`config.mk`:
```
export PLATFORM = sky130hd
export DESIGN_NAME = fpmul_arbiter
export DESIGN_NICKNAME = d
export VERILOG_FILES = /design/src/rtl/fpmul_arbiter.sv
export SDC_FILE = /design/constraint.sdc
export NUM_CORES = 1
export LEC_CHECK = 0
export BUFFER_PORTS_ARGS = -buffer_cell sky130_fd_sc_hd__buf_4
export CORE_AREA = 2 2 113 115
export CTS_CLUSTER_DIAMETER = 80
export CTS_CLUSTER_SIZE = 12
export DETAILED_ROUTE_END_ITERATION = 12
export DIE_AREA = 0 0 115 117
export GPL_TIMING_DRIVEN = 1
export PLACE_DENSITY_LB_ADDON = 0.12
export REMOVE_ABC_BUFFERS = 1
export SETUP_SLACK_MARGIN = 0.4
export SYNTH_ARGS = -nofsm -noshare
export SYNTH_HDL_FRONTEND = slang
export SYNTH_SLANG_ARGS = --single-unit
```
`constraint.sdc`:
```
create_clock -name clk -period 2.3 [get_ports clk]
set_input_delay 0 -clock clk [delete_from_list [all_inputs] [get_ports clk]]
set_output_delay 0 -clock clk [all_outputs]
set_load 0.02 [all_outputs]
```
`src/rtl/fpmul_arbiter.sv`:
```
// rtl/fpmul_arbiter.sv - round-robin arbiter sharing one combinational FP multiplier between two requesters
//
// Ports:
//   clk, reset                  clock and synchronous active-high reset
//   req0_valid/ready/a/b        requester 0 operation port (valid/ready handshake)
//   req1_valid/ready/a/b        requester 1 operation port (valid/ready handshake)
//   rsp_valid/ready             response handshake
//   rsp_id/data/flags           requester index, captured product, captured {zero,+inf,-inf,nan}
//   mul_a, mul_b                registered operands driven to the multiplier
//   mul_r, mul_flags            multiplier product and special-case flags
//   ops_done                    saturating count of completed responses

module fpmul_arbiter #(
  parameter int unsigned EXEC_CYCLES = 1
) (
  input  logic        clk,
  input  logic        reset,
  input  logic        req0_valid,
  output logic        req0_ready,
  input  logic [31:0] req0_a,
  input  logic [31:0] req0_b,
  input  logic        req1_valid,
  output logic        req1_ready,
  input  logic [31:0] req1_a,
  input  logic [31:0] req1_b,
  output logic        rsp_valid,
  input  logic        rsp_ready,
  output logic        rsp_id,
  output logic [31:0] rsp_data,
  output logic [3:0]  rsp_flags,
  output logic [31:0] mul_a,
  output logic [31:0] mul_b,
  input  logic [31:0] mul_r,
  input  logic [3:0]  mul_flags,
  output logic [15:0] ops_done
);

  typedef enum logic [1:0] {
    IDLE = 2'd0,
    EXEC = 2'd1,
    RESP = 2'd2
  } state_t;

  // Counter is loaded with EXEC_CYCLES-1 so capture happens on the
  // EXEC_CYCLES-th edge after the operands were registered.
  localparam logic [3:0] CNT_INIT = 4'(EXEC_CYCLES - 1);

  state_t     state;
  logic       prio;
  logic       id;
  logic [3:0] cnt;
  logic       grant_valid;
  logic       grant_id;

  // prio names the requester that wins a tie; it flips to the loser after every grant.
  always_comb begin
    grant_valid = req0_valid || req1_valid;
    grant_id    = 1'b0;
    if (req0_valid && req1_valid) begin
      grant_id = prio;
    end else if (req1_valid) begin
      grant_id = 1'b1;
    end
  end

  assign req0_ready = (state == IDLE) && grant_valid && !grant_id;
  assign req1_ready = (state == IDLE) && grant_valid && grant_id;

  always_ff @(posedge clk) begin
    if (reset) begin
      state     <= IDLE;
      prio      <= 1'b0;
      id        <= 1'b0;
      cnt       <= 4'd0;
      mul_a     <= 32'd0;
      mul_b     <= 32'd0;
      rsp_valid <= 1'b0;
      rsp_id    <= 1'b0;
      rsp_data  <= 32'd0;
      rsp_flags <= 4'd0;
      ops_done  <= 16'd0;
    end else begin
      case (state)
        IDLE: begin
          // A grant is always a handshake: the granted requester is valid.
          if (grant_valid) begin
            mul_a <= grant_id ? req1_a : req0_a;
            mul_b <= grant_id ? req1_b : req0_b;
            id    <= grant_id;
            prio  <= ~grant_id;
            cnt   <= CNT_INIT;
            state <= EXEC;
          end
        end
        EXEC: begin
          if (cnt != 4'd0) begin
            cnt <= cnt - 4'd1;
          end else begin
            rsp_data  <= mul_r;
            rsp_flags <= mul_flags;
            rsp_id    <= id;
            rsp_valid <= 1'b1;
            state     <= RESP;
          end
        end
        RESP: begin
          if (rsp_ready) begin
            rsp_valid <= 1'b0;
            if (ops_done != 16'hFFFF) begin
              ops_done <= ops_done + 16'd1;
            end
            state <= IDLE;
          end
        end
        default: state <= IDLE;
      endcase
    end
  end

endmodule

```
# Word level (Yosys, flattened, before mapping)
# Index checks and enable logic that the tools add are counted.
# word_totals
reg_bits,126
in_bits,169
out_inout_bits,120
# classes
bitwise_logic,2
eq_ne,7
muxes,14
reduce_logical,16
n_addsub,2
# ops
cell,n
$mux W32,2
$add A16 B1 Y16 const B,1
$ne A16 B16 Y1 const B,1
$reduce_and A3 Y1,4
$mux W4,2
$ne A2 B2 Y1 const B,4
$pmux W4 S2,1
$mux W2,3
$pmux W2 S3,1
$logic_and A1 B1 Y1,4
$mux W1,4
$reduce_and A2 Y1,2
$reduce_bool A2 Y1,2
$reduce_bool A4 Y1,1
$sub A4 B1 Y4 const B,1
$eq A2 B1 Y1 const B,1
$eq A2 B2 Y1 const B,1
$logic_not A2 Y1,1
$not A1 Y1,2
$pmux W1 S2,1
$logic_not A1 Y1,1
$logic_or A1 B1 Y1,1

# Depth between registers and ports, before layout
# Gate-level depths: netlist of the first run.
# depth
ltp_word,4
depth_mapped,8

# Worst setup path before layout of the first run
# OpenSTA, ideal clock, no wires.
# synth_timing
path_kind,reg2reg
from,register ops_done[0]
to,register ops_done[15]
required_time_ns,2.179
setup_ns,0.121
t_arrival_ns,1.681
stages_incl_launch_ff,6
slack_ns,0.498
period_less_slack_ns,1.802
n_path_buf,0
cell_sequence,dfxtp_1 -> ha_1 -> nand4_1 -> o41ai_4 -> nor4_1 -> mux2_2
# synth_between
elab_chain_len,2
word_cells_on_any_way,3
cone_classes,add/sub (1); eq/ne (1); reduce/logical (1)
# synth_rtl
element,line,text
from (decl),35,output logic [15:0] ops_done
from (signal assigned),110,ops_done <= ops_done + 16'd1;
branches (longest 2 deep; another with $add A16 B1 Y16),--,
# Several ways; the timed one is not identified.
# A chain may end at the register's enable or synchronous reset.

# Worst setup path after layout of the first run
# layout_timing
from,register state[0]
to,register ops_done[15]
# layout_between
elab_chain_len,2
# layout_rtl
element,line,text
from (decl),48,state_t state;
from (signal assigned),71,state <= IDLE;
from (signal assigned),92,state <= EXEC;
from (signal assigned),103,state <= RESP;
$eq A2 B2 Y1,83,case (state)
$reduce_and A3 Y1 (no line),--,
# No other way between the ends.

==> flow_metrics.py, run 1 <==
metrics = {
    "cells_and_area": {
        "final_cell_count_no_fill": 1151,
        "drive_above_1_share_pct": 35.0,
        "fin_area_um2": 9550,
        "most-common-layout-cells": "buf_4, dlygate4sd3_1, dfxtp_1",
        "final_common_cell": "buf_4",
        "nNetsFinal": 1159,
        "final_core_util_pct": 77.5,
        "syn_to_final_growth_pct": 92.5,
    },
    "synthesis": {
        "synth_seq_cells": 126,
        "ys_seq_area_share_pct": 50.9,
        "syn_inst": 541,
        "ys.flop_type": "dfxtp_1",
        "ys_async_sr_fraction_pct": 0,
        "synth_edf_count": 0,
        "syn_area_um2": 4960,
        "yosys_warnings": 0,
        "yosysUniqueCellTypes": 46,
        "syn_avg_cell_area_um2": 9.17,
    },
    "worst_setup_path": {
        "slowest_delay_ns": 0.37,
        "cp-start-kind": "flip-flop",
        "critPathCaptureType": "flip-flop",
        "crit_family": "simple AND/OR/NAND/NOR gates",
        "crit_required_ns": 2.60,
        "slowest_stage": "dfxtp_1",
        "critical_path_class": "reg2reg",
        "critPathMaxFanout": 9,
        "crit_chain": "nand4b_1, or2_1, nor4_1, mux2_2",
        "cp.arrival_ns": 2.15,
        "cp_num_buf_inv": 0,
    },
    "sta": {
        "setup-violations-final": 0,
        "post-route-min-period_ns": 1.85,
        "final_hold_viol_count": 0,
        "setup_slack_ns": 0.454,
        "drv_slew": 0,
        "rsz0062_at_grt": "true",
        "max_freq_ghz": 0.542,
        "fin_worst_skew_ns": 0.0111,
        "worst_pin_slew_ns": 0.614,
        "slew-limit-headroom_pct": 59.1,
        "post-route-period-util_pct": 80.3,
    },
    "routing": {
        "vias": 6275,
        "drt-wirelength-per-cell_um": 18.3,
        "wl_um": 21100,
        "first_iter_violations": 522,
        "vias_per_cell": 5.45,
        "remaining_drc_errors": 0,
        "ant_nets": 0,
        "first_pass_iters": 8,
    },
    "global_routing": {
        "antenna_found_initial": 1,
        "grtUsageMet1_pct": 31.3,
        "grt_busiest_layer": "met2",
        "grt_overflow": 0,
        "use_met3_pct": 8.39,
        "grt_max_degree": 57,
        "gr-usage-met2_pct": 55.6,
        "grt_pass1_vias": 6405,
        "grt_usage_pct": 30.5,
        "grt_pass1_wl_um": 31900,
    },
    "clock_network": {
        "cts_made_buffers": 17,
        "cts_sinks": 126,
        "cts_buffer_depth": 2,
        "clk_latency_ns": 0.42,
        "cts_max_level": 4,
        "cts_root_buf": "clkbuf_16",
        "clk_pin_slew_ns": 0.05,
        "cts_tree": "done",
    },
    "placed_design": {
        "placedCellCount": 951,
        "dp_worst_setup_slack_ns": 0.453,
        "globalplace.congestion": 0.852,
        "dpl-instance-area_um2": 7250,
        "dp_hpwl_um": 11700,
        "io_buffer_count": 288,
    },
    "floorplanning": {
        "start_util_pct": 40.3,
        "die_w_um": 115,
        "fp.dieH_um": 117,
        "core_um2": 12300,
        "die-area_um2": 13500,
        "fp-row-count": 41,
        "io_pins": 289,
    },
    "power": {
        "p_leak_uw": 0.00446,
        "peakVddDrop_v": 0.000522,
        "cellPowerDensity_nw_per_um2": 831,
        "total_power_uw": 7930,
    },
    "worst_hold_path": {
        "hold_path_class": "in2reg",
    },
    "run": {
        "maxCapViolCount": 0,
    },
    "outcome": {
        "status": "complete, no violations",
    },
}
[cell families (layout without fill, tap and decap cells)]
kind of cell	Yosys count	after routing	synth area share [%]
XOR/XNOR	1	1	0.177
AO/OA/AOI/OAI	187	187	27.0
other	0	1	0
adder cells (fa/ha/maj)	3	3	0.757
buffers and inverters	45	504	3.68
multiplexers	3	3	0.656
AND/OR/NAND/NOR	176	176	16.9
flip-flops	126	126	50.9
[where the power goes]
| part | switching (uW) | internal (uW) |
|---|---|---|
| Clock | 973 | 1830 |
| Combinational | 1290 | 1120 |
| Sequential | 212 | 2510 |
| Total | 2470 | 5460 |
[worst register-to-register path: stages (launching register included)]
cell      delay [ns]
dfxtp_1         0.37
nand4b_1        0.26
or2_1           0.37
nor4_1          0.37
mux2_2          0.37
[layer usage]
layer,routed length (um),share of wire [%],vias to the layer above
li1,-,-,2876
met1,7490,35,2960
met2,11000,52,340
met3,1560,7.4,99
met4,1030,4.9,0
met5,0,0,-
[sequential cells by signal, summed over array words and instances, names as in the netlist]
register,count
ops_done,16
mul_b,32
rsp_id,1
id,1
rsp_data,32
mul_a,32
rsp_valid,1
cnt,4
rsp_flags,4
state,2
prio,1
[metrics by stage]
step	hold WS, ns	setup TNS (ns)
global route	0.171	0
detailed placement	0.196	0
finish	0.123	0
global placement	0.192	0
CTS	0.137	0
floorplan	0.0691	-18.12
[path summary, 6_finish.rpt]
| check | from | end | slack, ns | cells after the start |
|---|---|---|---|---|
| setup / recovery | state[0] | ops_done[15] | 0.45 | 4 |
| hold / removal | req0_valid | state[0] | 0.12 | 4 |
| setup reg to reg | state[0] | ops_done[15] | 0.45 | 4 |
| hold reg to reg | rsp_data[22] | rsp_data[22] | 0.46 | 2 |
[area by class of cell]
cell class / count / area, um^2
Antenna cell: 1 / 2.50
Multi-Input combinational cell: 370 / 2280
Clock inverter: 13 / 170
Clock buffer: 19 / 443
Fill cell: 761 / 2770
Tap cell: 150 / 188
Sequential cell: 126 / 2520
Inverter: 5 / 18.8
Timing Repair Buffer: 467 / 3920
[cell usage after synthesis (2+ instances only)]
library cell | instances | area share, %
dfxtp_1 | 126 | 51
nand2_1 | 95 | 7.2
a21oi_1 | 54 | 5.4
a21o_1 | 33 | 5.0
a22o_1 | 31 | 5.5
clkbuf_1 | 29 | 2.2
nor2_1 | 24 | 1.8
o21ai_0 | 21 | 2.1
a222oi_1 | 18 | 3.6
a22oi_1 | 16 | 2.4
buf_2 | 11 | 1.1
nand3_1 | 8 | 0.81
or3_1 | 8 | 1.0
inv_1 | 5 | 0.38
nand4_1 | 5 | 0.63
o31ai_1 | 5 | 0.76
or4_1 | 5 | 0.76
nor2b_1 | 4 | 0.50
nor3_1 | 4 | 0.40
and3_1 | 3 | 0.38
ha_1 | 3 | 0.76
nand2b_1 | 3 | 0.38
and4_1 | 2 | 0.35
mux2_2 | 2 | 0.45
nand4b_1 | 2 | 0.35
nor2_2 | 2 | 0.25
o41ai_1 | 2 | 0.35
or3b_2 | 2 | 0.35
[what timing repair did]
action | 4_1_cts | 5_1_grt
endpoints found under the hold margin | 101 | 0
hold buffers | 165 | 0
setup endpoints to repair | 0 | 16
gates resized for setup | 0 | 6
buffers inserted | 0 | 2
(Power assumes the default switching activity.)
==> run 2: changes to the inputs <==
Settings changed: CORE_AREA 2 2 113 115 to unset, CORE_UTILIZATION set to 39, DIE_AREA 0 0 115 117 to unset.
Clock period 2.3 ns to 1.5 ns, I/O delays scaled along.
==> run 2 against run 1 <==
The flow now finishes with violations (negative setup slack). Utilization up 16 points. Total power rose by 79%. Clock power increased by 54%. Sequential share of layout area decreased by 4.1 points. Flip-flop and latch count unchanged. Wire length up 54%. Global-route usage is 9.4 points higher. Die area fell by 2.1%. Clock-buffer cell count increased by 1. Register-to-register slack got worse by 0.81 ns. Fmax down 0.47%. Highest routed layer unchanged.
==> flow_metrics.py, run 2 (synthesis gave the netlist of run 1 again) <==
metrics = {
    "outcome": {
        "status": "complete, but fails checks",
        "violations": "negative setup slack",
    },
    "placed_design": {
        "dp_hpwl_um": 12300,
        "dp_worst_setup_slack_ns": -0.242,
        "io_buffer_count": 288,
        "globalplace.congestion": 0.821,
        "dpl-instance-area_um2": 7730,
        "placedCellCount": 1024,
    },
    "clock_network": {
        "cts_sinks": 126,
        "cts_root_buf": "clkbuf_16",
        "cts_made_buffers": 17,
        "cts_max_level": 4,
        "cts_buffer_depth": 2,
        "cts_tree": "done",
        "clk_latency_ns": 0.43,
        "clk_pin_slew_ns": 0.06,
    },
    "sta": {
        "rsz0062_at_grt": "true",
        "holdWs_ns": 0.116,
        "fin_worst_skew_ns": 0.0102,
        "post-route-min-period_ns": 1.86,
        "setup_slack_ns": -0.355,
        "post-route-period-util_pct": 124,
        "final_hold_viol_count": 0,
        "worst_pin_slew_ns": 0.890,
        "setup-violations-final": 120,
        "max_freq_ghz": 0.539,
        "drv_slew": 0,
        "slew-limit-headroom_pct": 40.7,
    },
    "worst_setup_path": {
        "r2r-start": "state[1]",
        "cp-endpoint": "mul_a[19]",
        "worstSetupStartpoint": "state[1]",
        "r2r_slack_ns": -0.36,
        "rr_worst_depth": 8,
        "crit_required_ns": 1.80,
        "reg2reg_to": "mul_a[19]",
        "cp-start-kind": "flip-flop",
        "critPathMaxFanout": 6,
        "cp.arrival_ns": 2.15,
        "critical_path_class": "reg2reg",
        "critPathCaptureType": "flip-flop",
    },
    "routing": {
        "remaining_drc_errors": 0,
        "first_iter_violations": 854,
        "ant_nets": 0,
        "vias_per_cell": 6.07,
        "wl_um": 32600,
        "vias": 7825,
        "drt-wirelength-per-cell_um": 25.3,
        "first_pass_iters": 9,
    },
    "global_routing": {
        "use_met3_pct": 10.6,
        "grtUsageMet1_pct": 41.9,
        "grt_overflow": 0,
        "antenna_found_initial": 0,
        "grt_usage_pct": 39.8,
        "grt_max_degree": 73,
        "grt_pass1_vias": 7555,
        "grt_busiest_layer": "met2",
        "grt_pass1_wl_um": 39200,
        "gr-usage-met2_pct": 68.8,
    },
    "power": {
        "p_seq_share_pct": 29.9,
        "combinationalPowerShare_pct": 39.9,
        "p_int_uw": 9340,
        "switching_share_pct": 34.4,
        "p_leak_uw": 0.00533,
        "peakVddDrop_v": 0.000969,
        "p_clk_share_pct": 30.3,
        "cellPowerDensity_nw_per_um2": 1250,
        "switchingPower_uw": 4890,
    },
    "floorplanning": {
        "core_um2": 12200,
        "io_pins": 289,
        "die_w_um": 115,
        "start_util_pct": 40.6,
        "fp-row-count": 40,
        "die-area_um2": 13200,
        "fp.dieH_um": 115,
    },
    "run": {
        "maxCapViolCount": 0,
    },
    "worst_hold_path": {
        "hold_path_class": "in2reg",
        "holdCritStartpoint": "rsp_ready",
    },
    "cells_and_area": {
        "most-common-layout-cells": "buf_4, dlygate4sd3_1, dfxtp_1",
        "final_cell_count_no_fill": 1289,
        "reg.largest.list": "mul_a (32), mul_b (32), rsp_data (32)",
        "fin_area_um2": 11400,
        "n_antenna_cell": 0,
        "drive_above_1_share_pct": 49.9,
        "nNetsFinal": 1280,
        "syn_to_final_growth_pct": 130,
        "final_common_cell": "buf_4",
    },
}
run 2: worst min path at each step:
stage                        end  slack (ns)  cells past startpoint
floorplan           ops_done[10]        0.07                      1
global placement       mul_b[16]        0.19                      2
detailed placement      mul_a[9]        0.19                      2
CTS                         prio        0.05                      3
global route        ops_done[13]        0.13                      5
finish              ops_done[13]        0.12                      5
run 2: layout make-up:
cell class              count  area [um^2]
repair buffers            587         5310
multi-input cells         371         2700
flip-flops and latches    126         2550
fillers                   384          821
clock buffers              20          457
well taps                 168          210
clock inverters            12          143
inverters                   5         18.8
run 2: through the flow:
step | setup TNS, ns | util (%) | total power, uW
finish | -19.37 | 93.3 | 14200
global route | -23.90 | 93.3 | 14500
CTS | -5.19 | 89.2 | 13000
detailed placement | -17.27 | 63.3 | 7610
global placement | -11.37 | 63.3 | 7520
floorplan | -76.50 | - | 5820
run 2: critical path: stages (launching register included):
cell and delay, ns:
dfxtp_4 0.39, nor2_4 0.05, buf_6 0.11, and3_4 0.16
buf_12 0.13, buf_16 0.13, buf_8 0.12, a222oi_1 0.50
nor2_1 0.12
run 2: timing repair:
| action | 4_1_cts | 5_1_grt |
|---|---|---|
| cloned | 14 | 0 |
| endpoints found under the hold margin | 102 | 0 |
| setup buffers | 36 | 18 |
| gates resized for setup | 122 | 89 |
| hold buffers | 165 | 0 |
| endpoints found under the setup margin | 131 | 131 |
| pin swaps | 54 | 52 |
run 2: layer usage:
metal	wire length, um	share of wire [%]
met3	3530	11
met4	3080	9.5
met5	0	0
met2	15400	47
met1	10600	33
run 2: power by group through the flow:
stage | combinational [uW] | clock (uW) | sequential (uW)
after floorplan | 1120 | 0 | 4700
after global placement | 3360 | 0 | 4160
after detailed placement | 3430 | 0 | 4180
after CTS | 4690 | 4190 | 4140
after global routing | 5820 | 4420 | 4270
final | 5670 | 4310 | 4250
